File: src/rtl/mac_dot_sequencer.sv
// mac_dot_sequencer
//   Drives one pipelined MAC (MAC_LAT-cycle issue-to-o_valid, sum_out = sum_in + a*b)
//   through a dot product of len operand pairs. Consecutive elements are spread
//   round-robin over MAC_LAT partial-sum lanes so back-to-back issues never wait on
//   a previous result. The lanes are summed into one 48-bit result at the end.
//
// Ports
//   clk, rst                       clock, synchronous active-high reset
//   start, len                     begin a dot product of len elements (IDLE only)
//   busy                           high in any state except IDLE
//   in_valid, in_ready, in_a, in_b operand pair stream (22-bit signed)
//   mac_i_valid, mac_a, mac_b,
//   mac_sum_in                     MAC issue side (owned exclusively by this block)
//   mac_o_valid, mac_sum_out       MAC return side
//   res_valid, res_ready, res_data 48-bit signed result handshake
//   err                            sticky: MAC o_valid disagreed with the tag pipe
//
// Build option
//   SEQ_SAT_EN  defined: lane reduction is done wide and clamped to the signed
//               48-bit range. Undefined: reduction wraps at 48 bits.
//
// State table
//   state    | meaning
//   S_IDLE   | waiting for start
//   S_RUN    | accepting operand pairs and issuing them to the MAC
//   S_DRAIN  | all elements issued, waiting for in-flight MAC results
//   S_REDUCE | summing the partial-sum lanes into res_data
//   S_OUT    | res_valid high until res_ready
module mac_dot_sequencer #(
    parameter int LEN_W   = 16,
    parameter int MAC_LAT = 3
) (
    input  logic             clk,
    input  logic             rst,
    input  logic             start,
    input  logic [LEN_W-1:0] len,
    output logic             busy,
    input  logic             in_valid,
    output logic             in_ready,
    input  logic [21:0]      in_a,
    input  logic [21:0]      in_b,
    output logic             mac_i_valid,
    output logic [21:0]      mac_a,
    output logic [21:0]      mac_b,
    output logic [47:0]      mac_sum_in,
    input  logic             mac_o_valid,
    input  logic [47:0]      mac_sum_out,
    output logic             res_valid,
    input  logic             res_ready,
    output logic [47:0]      res_data,
    output logic             err
);

    localparam int LANE_W = (MAC_LAT > 1) ? $clog2(MAC_LAT) : 1;

    typedef enum logic [2:0] {
        S_IDLE,
        S_RUN,
        S_DRAIN,
        S_REDUCE,
        S_OUT
    } state_t;

    state_t state, state_nxt;

    logic signed [47:0] lane_p   [MAC_LAT];
    logic [LANE_W-1:0]  tag_lane [MAC_LAT];
    logic [MAC_LAT-1:0] tag_v;
    logic [LEN_W-1:0]   issued;
    logic [LEN_W-1:0]   len_r;
    logic [LANE_W-1:0]  lane_ptr;

    logic               issue;
    logic               start_acc;
    logic               last_issue;
    logic               head_v;
    logic [LANE_W-1:0]  head_lane;
    logic               body_busy;
    logic [47:0]        red_sum;

    assign start_acc  = start && (state == S_IDLE);
    assign in_ready   = (state == S_RUN);
    assign issue      = in_valid && in_ready;
    assign last_issue = issue && (issued == len_r - LEN_W'(1));
    assign head_v     = tag_v[MAC_LAT-1];
    assign head_lane  = tag_lane[MAC_LAT-1];
    assign busy       = (state != S_IDLE);
    assign res_valid  = (state == S_OUT);

    // Every stage except the head: once these are empty, the only remaining
    // result (if any) is written to its lane on this edge, so REDUCE next
    // cycle sees final lane values.
    always_comb begin
        body_busy = 1'b0;
        for (int i = 0; i < MAC_LAT - 1; i++) begin
            body_busy = body_busy | tag_v[i];
        end
    end

    always_comb begin
        state_nxt = state;
        case (state)
            S_IDLE: begin
                if (start) begin
                    state_nxt = (len == '0) ? S_OUT : S_RUN;
                end
            end
            S_RUN: begin
                if (last_issue) begin
                    state_nxt = S_DRAIN;
                end
            end
            S_DRAIN: begin
                if (!body_busy) begin
                    state_nxt = S_REDUCE;
                end
            end
            S_REDUCE: state_nxt = S_OUT;
            S_OUT: begin
                if (res_ready) begin
                    state_nxt = S_IDLE;
                end
            end
            default: state_nxt = S_IDLE;
        endcase
    end

    // MAC issue side. When the lane's previous result returns in the same
    // cycle it has not reached lane_p yet, so it is forwarded from the MAC.
    always_comb begin
        mac_i_valid = issue;
        mac_a       = '0;
        mac_b       = '0;
        mac_sum_in  = '0;
        if (issue) begin
            mac_a = in_a;
            mac_b = in_b;
            if (head_v && (head_lane == lane_ptr)) begin
                mac_sum_in = mac_sum_out;
            end else begin
                mac_sum_in = lane_p[lane_ptr];
            end
        end
    end

`ifdef SEQ_SAT_EN
    localparam int RED_W = 48 + $clog2(MAC_LAT);
    localparam logic signed [RED_W-1:0] SAT_MAX = {{(RED_W-47){1'b0}}, {47{1'b1}}};
    localparam logic signed [RED_W-1:0] SAT_MIN = {{(RED_W-47){1'b1}}, {47{1'b0}}};

    logic signed [RED_W-1:0] red_acc;

    always_comb begin
        red_acc = '0;
        for (int i = 0; i < MAC_LAT; i++) begin
            red_acc = red_acc + RED_W'(lane_p[i]);
        end
        if (red_acc > SAT_MAX) begin
            red_sum = 48'h7FFF_FFFF_FFFF;
        end else if (red_acc < SAT_MIN) begin
            red_sum = 48'h8000_0000_0000;
        end else begin
            red_sum = red_acc[47:0];
        end
    end
`else
    always_comb begin
        red_sum = '0;
        for (int i = 0; i < MAC_LAT; i++) begin
            red_sum = red_sum + lane_p[i];
        end
    end
`endif

    always_ff @(posedge clk) begin
        if (rst) begin
            state    <= S_IDLE;
            tag_v    <= '0;
            issued   <= '0;
            len_r    <= '0;
            lane_ptr <= '0;
            err      <= 1'b0;
            res_data <= '0;
            for (int i = 0; i < MAC_LAT; i++) begin
                lane_p[i]   <= '0;
                tag_lane[i] <= '0;
            end
        end else begin
            state <= state_nxt;

            tag_v[0]    <= issue;
            tag_lane[0] <= lane_ptr;
            for (int i = 1; i < MAC_LAT; i++) begin
                tag_v[i]    <= tag_v[i-1];
                tag_lane[i] <= tag_lane[i-1];
            end

            if (start_acc) begin
                len_r    <= len;
                issued   <= '0;
                lane_ptr <= '0;
                err      <= 1'b0;
                res_data <= '0;
                for (int i = 0; i < MAC_LAT; i++) begin
                    lane_p[i] <= '0;
                end
            end else begin
                // Lane write follows our own tag, not the MAC's o_valid;
                // a disagreement only raises err.
                if (head_v) begin
                    lane_p[head_lane] <= mac_sum_out;
                end
                if (head_v != mac_o_valid) begin
                    err <= 1'b1;
                end
                if (issue) begin
                    issued   <= issued + LEN_W'(1);
                    lane_ptr <= (lane_ptr == LANE_W'(MAC_LAT - 1)) ? '0 : lane_ptr + LANE_W'(1);
                end
                if (state == S_REDUCE) begin
                    res_data <= red_sum;
                end
            end
        end
    end

endmodule
File: config.mk
export PLATFORM = sky130hd
export DESIGN_NAME = mac_dot_sequencer
export DESIGN_NICKNAME = d
export VERILOG_FILES = /design/src/rtl/mac_dot_sequencer.sv
export SDC_FILE = /design/constraint.sdc
export NUM_CORES = 1
export LEC_CHECK = 0
export BUFFER_PORTS_ARGS = -buffer_cell sky130_fd_sc_hd__buf_4
export CORE_MARGIN = 4
export CORE_UTILIZATION = 37
export DETAILED_ROUTE_END_ITERATION = 16
export PLACE_DENSITY = 0.68
export SLEW_MARGIN = 20
export SYNTH_ARGS = -nofsm -noshare
export SYNTH_HDL_FRONTEND = slang
export SYNTH_SLANG_ARGS = --single-unit
File: constraint.sdc
create_clock -name clk -period 3.5 [get_ports clk]
set_clock_uncertainty 0.05 [all_clocks]
set_input_delay 0.35 -clock clk [delete_from_list [all_inputs] [get_ports clk]]
set_output_delay 0.35 -clock clk [all_outputs]
set_load 0.02 [all_outputs]
# Word level (Yosys, flattened, before mapping)
# Memory sizes are Yosys's and may differ from the RTL's. A register that Yosys moved wholly into a read port is not among the register bits.
# Index checks and enable logic that the tools add are counted.
# totals
regBits	89
mem_bits_rw	150
inputBits	114
out_inout_bits	145
mem_count	2
# classes
addsub	5
n_eq_ne	12
mux	32
bitwise_logic	7
n_reduce_logical	10
# mem_list
memory	depth	word_bits	rd	rd_clocked_by_memory_dff	write_ports	line	rtl
lane_p	3	48	4	1	3	66	logic signed [47:0] lane_p [MAC_LAT];
tag_lane	3	2	3	0	3	67	logic [LANE_W-1:0] tag_lane [MAC_LAT];
# ops
cell	count
$mux 48	6
$add 48x48->48	2
$reduce_or 48->1	1
$mux 22	2
$add 16x1->16 const B	1
$eq 16x16->1	1
$logic_not 16->1	1
$sub 16x1->16 const B	1
$mux 3	5
$pmux 3 s5	1
$mux 2	7
$mux 1	11
$or 1x1->1	7
$eq 3x2->1 const B	2
$logic_and 1x1->1	4
$ne 2x1->1 const B	2
$ne 2x2->1 const B	2
$reduce_and 4->1	1
$eq 3x1->1 const B	1
$eq 3x3->1 const B	1
$logic_not 3->1	1
$reduce_bool 3->1	1
$add 2x1->2 const B	1
$eq 2x2->1	1
other kinds (3)	3

# Logic depth before layout (Yosys ltp)
# Gate-level depths: netlist of run 1.
# logic_depth
ltp_word	7
mapped_depth	15

# Worst setup path before layout of run 1
# Ideal clock, no wire load.
# synth_timing
kind	register -> register
startpoint	reg state[1]
endpoint	mem lane_p[2][0] (enable)
arrival_time_ns	2.932
required_ns	3.037
setup_slack_ns	0.104
stages_incl_launch_ff	10
path_buffers	3
period_less_slack_ns	3.396
cell_sequence	dfxtp_1 -> buf_4 -> nor3_1 -> and2_1 -> buf_2 -> nor2_2 -> nand2_1 -> nor3b_1 -> clkbuf_1 -> nand2b_1
# synth_lines
item	line	rtl
from (decl)	64	state_t state, state_nxt;
from (signal assigned)	189	state <= state_nxt;
to (decl)	66	

==> impl_results.md, run 1 <==
* Syn Inst Count at 1557
* Area Growth Syn to Fin at 26.3%
* Final wirelength at 48400 µm
* Detailed placement HPWL at ~34000 µm
* Register area share after synthesis at 0.464
* Clock tree buffer depth at 3
* Number of enable flip-flop cells after synthesis at approximately 190
* Number of global-route vias before repair at 13040
* Fmax at 295 MHz
* Fin. Hold Viols at 0
* CP Capture Type: register
* Die Area at a little under 0.05 mm²
* # setup viols final at 0
* Final GP Congestion at about 0.86
* Pins Over Slew Limit at 0
* Drt via density at ~5.3
* Slew @ Worst Pin at 732 ps
* Final net count at 2063
* Total of max-cap violations at 0
* Tot Pwr at 12.8 mW
* Share of cells above drive strength 1 at 0.245
* RSZ-0062 raised after global routing: true
* Gate power share at 0.387
* Mapped cell area at 0.0166 mm²
* Hold Path Class: primary input to register
* Core area at 0.0443 mm²
* CTS tree: built
* WP data required at 3920 ps
* Outcome: completed
* First-pass GRT wire length at 73700 µm
* Max VDD drop at 0.332 mV
* DIE WIDTH at 220 µm
* Asr flop ratio synth at 0
* Critical path class: register to register
* Power Density at 612 mW/mm²
* Vias at 13102
* Sw Ratio at 0.360
* Std cell rows at 77
* Final antenna-violating net count at 0
* Max-slew headroom at 0.500
* Residual DRC count at 0
* DP Area at about 0.019 mm²
* Clk root buf: clkbuf_16
* Syn Area/Cell at 10.7 µm²
* WL per Instance at 19.6 µm
* Initial DRC Count at roughly 1100
* # clock sinks at 289
* Largest fanout on the critical path at 3
* Port bufs at 258
* FF+latch count, synth at 289
* Yosys warnings at 0
* Setup ws final at 113 ps
* Final Critical Period at between 3000 and 4000 ps
* Worst-Skew Late Latency at 530 ps
* Static Leakage at 8.67 nW
* Die H at 220 µm
* CTS Buf Count at 34
* Clock power share at 0.268
* Sw Pwr at 4.62 mW
* Synth Flop Type: edfxtp_1
* Total gr overflow at 0
* Cell Int Power at 8.21 mW
* Tot GR Track Use at 0.194
* Initial antenna violation count at 0
* CP startpoint kind: register
* H-tree depth at 2
* Seq pwr share at 0.344
* Final Instance Area at about 0.021 mm²
* Largest net degree at the start of global routing at 54
* Tcrit/Tclk final at 0.968
* Yosys cell types at 79
* Initial Util at 0.375
* Post-Place Worst Slack at -16.0 ps
* DR pass1 iterations at 5
* CTS clock-pin slew for the worst setup and hold paths at about 60 ps
* Mapped Nets at 1767
* Worst EP arrival at roughly 3800 ps
* I/O pin cnt at 259
==> area by class of cell <==
cell class                      instances  area [µm²]
Antenna cell                            1        2.50
Clock buffer                           49         991
Clock inverter                         12        91.3
Fill cell                            4138       23400
Inverter                               22        82.6
Multi-Input combinational cell       1158        8510
Sequential cell                       289        7710
Tap cell                              592         741
Timing Repair Buffer                  348        2820
==> repair_timing <==
item	in CTS	in global routing
setup buffers	1	1
pin swaps	2	10
setup endpoints to repair	2	21
hold buffers	44	0
hold endpoints to repair	44	0
gates resized for setup	4	24
==> power groups by stage <==
stage | logic (mW) | registers, mW | clock network (mW)
2_1_floorplan | 3.27 | 4.45 | 0
3_3_place_gp | 4.77 | 4.46 | 0
3_5_place_dp | 4.79 | 4.49 | 0
4_1_cts | 4.89 | 4.42 | 3.52
5_1_grt | 5.45 | 4.47 | 3.65
6_report | 4.97 | 4.42 | 3.44
==> worst paths after layout <==
kind	start	endpoint	slack, ps	cells after the start
hold / removal	mac_sum_out[6]	lane_p[3][6]$_DFFE_PP_	20	1
setup / recovery	lane_p[0][1]$_SDFFCE_PN0P_	res_data[43]$_SDFFE_PP0P_	110	13
hold reg to reg	tag_lane[0][3]$_SDFF_PP0_	tag_lane[0][5]$_SDFF_PP0_	390	1
setup reg to reg	lane_p[0][1]$_SDFFCE_PN0P_	res_data[43]$_SDFFE_PP0P_	110	13
==> state kept, by name, indices dropped and copies added (netlist names), 2 cells and up, named ones only <==
| register | count |
|---|---|
| lane_ptr | 2 |
| state | 3 |
| len_r | 16 |
| res_data | 48 |
| lane_p | 192 |
| issued | 16 |
| tag_v | 3 |
| tag_lane | 6 |
==> synthesized netlist by cell type, drive strengths merged, types with 8 or more instances <==
cell | n | area (µm²)
ha | 48 | 601
nand2b | 8 | 52.6
xnor2 | 34 | 298
inv | 21 | 78.8
buf | 19 | 101
clkbuf | 68 | 297
dfxtp | 97 | 1940
o21ai | 40 | 200
nand4 | 17 | 106
nor2b | 17 | 106
a211oi | 14 | 105
xor2 | 33 | 289
fa | 48 | 961
nor3 | 23 | 136
a31oi | 10 | 62.6
and3 | 62 | 390
a21oi | 146 | 731
mux4 | 48 | 1080
nand2 | 226 | 848
a21o | 34 | 255
nand3 | 37 | 185
nor2 | 70 | 265
edfxtp | 192 | 5770
and2 | 152 | 951
nand3b | 8 | 60.1
==> per-stage QoR <==
stage	utilization	hold WS [ps]	cells	setup TNS (ps)
2_1_floorplan	-	364	1557	0
3_3_place_gp	0.436	369	2363	0
3_5_place_dp	0.436	379	2363	-16.0
4_1_cts	0.471	0.130	2469	-2.59
5_1_grt	0.473	8.20	2470	-26.9
6_report	0.473	19.3	2471	0
==> layer usage <==
layer  share of wire  vias up  global-route usage
li1                -     6185                   -
met1            0.45     6468               0.275
met2            0.48      386               0.318
met3           0.055       63              0.0259
met4           0.020        0              0.0484
met5               0        -                   0
==> worst max-delay path, stage by stage (launching register included) <==
cell and delay (ps):
edfxtp_1 410, fa_1 560, ha_2 190, inv_2 40, fa_2 370, nor2b_4 140, o2111ai_2 140, nand2_2 130
a31oi_4 100, a2111o_1 450, a21o_1 250, a21oi_2 150, mux2_4 310, nand2_1 50
==> placed cells by master (no fill, tap or decap), drive strengths merged, types with 8 or more instances in the layout <==
master / count
a211oi: 14
a21o: 34
a21oi: 146
a31oi: 10
and2: 152
and3: 62
buf: 304
clkbuf: 49
clkinv: 12
dfxtp: 97
dlygate4sd3: 44
edfxtp: 192
fa: 48
ha: 48
inv: 21
mux4: 48
nand2: 226
nand2b: 8
nand3: 37
nand3b: 8
nand4: 17
nor2: 70
nor2b: 17
nor3: 23
o21ai: 40
xnor2: 34
xor2: 33
==> logic make-up (layout without fill, tap and decap cells) <==
family                   count (synthesis)  in the layout  synth area share
multiplexers                            50             50            0.0664
AO/OA/AOI/OAI                          288            288             0.104
flip-flops                             289            289             0.464
buffers and inverters                  110            431            0.0309
AND/OR/NAND/NOR                        657            657             0.205
adder cells (fa/ha/maj)                 96             96            0.0941
other                                    0              1                 0
XOR/XNOR                                67             67            0.0354
No activity file was read; power rests on OpenSTA's default activity.
==> run 2: changes to the inputs <==
Settings changed: ABC_AREA set to 1, RECOVER_POWER set to 100.
==> run 2 against run 1 <==
Compared with the run above:
- the run now ends with capacitance limit, slew limit left
- sequential power rose by 2%
- via count grew 23%
- setup slack improved by 88 ps
- largest cell class unchanged
==> impl_results.md, run 2 <==
* CP Capture Type: register
* Top-count cell post-synth: nor2_1
* Share of cells above drive strength 1 at 0.0691
* CP startpoint kind: register
* Initial DRC Count at 1458
* Drt via density at 5.22
* Clock power share at 0.253
* Die Area at 0.0500 mm²
* Asr flop ratio synth at 0
* Crit path cell chain: fa_1, ha_1, inv_1, fa_1, o21ai_2, a21oi_1, o21ai_1, nand2_1, nand2_1, xor2_1, o21ai_0, inv_1
* Initial antenna violation count at 0
* Sw Ratio at 0.423
* Sw Pwr at 5.91 mW
* Number of enable flip-flop cells after synthesis at approximately 190
* Mapped Nets at around 2400
* Final GP Congestion at 0.977
* Largest fanout on the critical path at 4
* CTS tree: built
* FF+latch count, synth at 289
* Detailed placement HPWL at 41300 µm
* Final net count at between 2000 and 3000
* Finished Layout Cells at around 3100
* Hold path cells at 3
* Number of global-route vias before repair at 15793
* Synth Flop Type: edfxtp_1
* Failing checks: capacitance limit, slew limit
* Residual DRC count at 0
* Power Density at a little under 700 mW/mm²
* Commonest cells after routing, fill and taps aside: nor2_1 (582), o21ai_0 (251), inv_1 (250)
* Syn Inst Count at 2181
* CTS clock-pin slew for the worst setup and hold paths at 60 ps
* Final antenna-violating net count at 0
* Core area at 0.0457 mm²
* Pins Over Slew Limit at 49
* Fin. Hold Viols at 0
* Yosys cell types at 41
* Hold Path Class: primary input to register
* Largest Register: lane_p
* Setup TNS Final at 0 ps
* Levels on crit path at 12
* DIE WIDTH at 224 µm
* Post-synth top area share at 0.335
* Total of max-cap violations at 1
* Outcome: complete, but fails checks
* Top Registers: lane_p x192, res_data x48
* Critical Path Max Stage Delay at 560 ps
* Slew @ Worst Pin at about 1600 ps
* Worst-Skew Late Latency at 560 ps
* Total gr overflow at 0
* First-pass GRT wire length at 87600 µm
* Seq pwr share at 0.322
* Final Critical Period at 3300 ps
* Port bufs at 258
* Critical path class: register to register
* Delay-heaviest family, CP: adder cells
* Std cell rows at 78
* Static Leakage at 8.72 nW
* I/O pin cnt at 259
* Clock tree buffer depth at 3
* Worst EP arrival at 3730 ps
* Max VDD drop at 0.442 mV
* Area Growth Syn to Fin at 20.6%
* CP Buf/Inv Count at 2
* Max-slew headroom at -0.0630
* Final wirelength at 58200 µm
* Post-synth top area cell: edfxtp_1
* # diodes at 0
* Yosys warnings at 0
* Commonest non-fill, non-tap cell in the layout: nor2_1
* Synth top area cells: edfxtp_1 (34%), nor2_1 (13%), dfxtp_1 (11%)
* Gate power share at 0.426
* H-tree depth at 2
* WP data required at 3930 ps
* Die H at 224 µm
* CTS Buf Count at 35
* Tot Pwr at ~14 mW
* Tcrit/Tclk final at 0.942
* Initial Util at 0.377
* RSZ-0062 raised after global routing: false
* # clock sinks at 289
* Vias at around 16000
* Tot GR Track Use at 0.221
* Commonest cells post-synth: nor2_1 (581), inv_1 (249), o21ai_0 (248), nand2_1 (243), edfxtp_1 (192)
* Placed cell count at slightly below 3000
* WL per Instance at 18.8 µm
* R2R cell count at 12
* Worst path slowest cell: fa_1
* Cell Int Power at 8.06 mW
* Max FFs per register at 192
* Hold slack at 25.5 ps
* Syn Area/Cell at roughly 7.9 µm²
* Register area share after synthesis at 0.448
* Mapped cell area at about 0.017 mm²
* DR pass1 iterations at 6
* Fmax at roughly 300 MHz
* Largest net degree at the start of global routing at 94
* # setup viols final at 0
* Clk root buf: clkbuf_16
-- run 2: worst paths after layout --
check        slack [ps]                        end                       start
max                 200  res_data[25]$_SDFFE_PP0P_  lane_p[2][1]$_SDFFCE_PN0P_
min                  30           err$_SDFFE_PP0P_                 mac_o_valid
max reg2reg         200  res_data[25]$_SDFFE_PP0P_  lane_p[2][1]$_SDFFCE_PN0P_
min reg2reg         350  tag_lane[0][3]$_SDFF_PP0_   tag_lane[0][1]$_SDFF_PP0_
-- run 2: stage by stage --
step	cell area [µm²]	setup slack [ps]	util
final	20800	201	0.454
after global routing	20800	23.0	0.454
after CTS	21500	177	0.472
after detailed placement	20000	224	0.437
after global placement	20000	222	0.437
after floorplan	17200	340	-
-- run 2: final cells by class --
| cell class | instances | area [µm²] |
|---|---|---|
| clock buffers | 51 | 1010 |
| fillers | 4707 | 24900 |
| inverters | 253 | 951 |
| flip-flops and latches | 289 | 7710 |
| multi-input cells | 1552 | 8260 |
| clock inverters | 9 | 83.8 |
| repair buffers | 336 | 1990 |
| well taps | 600 | 751 |
-- run 2: repair_timing --
item                       CTS  global route
hold endpoints to repair    50             0
setup endpoints to repair    0             6
setup buffers                0             0
hold buffers                49             0
resized for setup            0             5
-- run 2: worst reg2reg max path, stage by stage, from the launching register on --
cell      delay (ps)
edfxtp_1         430
fa_1             560
ha_1             220
inv_1             90
fa_1             490
o21ai_2          270
a21oi_1          170
o21ai_1          300
nand2_1          100
nand2_1           80
xor2_1           260
o21ai_0          120
inv_1             90
-- run 2: metal layers --
metal  share of wire  up-vias  GRT usage
met5               0        -          0
met4           0.026        0     0.0626
met3           0.080       82     0.0401
met2            0.46      632      0.366
met1            0.43     7640      0.298
li1                -     7786          -
-- run 2: cell families (layout without fill, tap and decap cells) --
family,after synthesis,after routing,synth area share
flops,289,289,0.448
compound gates,471,472,0.147
fa+ha+maj,96,96,0.0907
xor+xnor,35,35,0.0178
buf+inv,341,649,0.0753
simple gates,949,949,0.221
-- run 2: power groups by stage --
stage	Sequential (mW)	Combinational (mW)	Clock, mW
2_1_floorplan	4.55	3.78	0
3_3_place_gp	4.52	6.02	0
3_5_place_dp	4.55	6.04	0
4_1_cts	4.48	6.13	3.61
5_1_grt	4.54	6.57	3.75
6_report	4.49	5.95	3.53
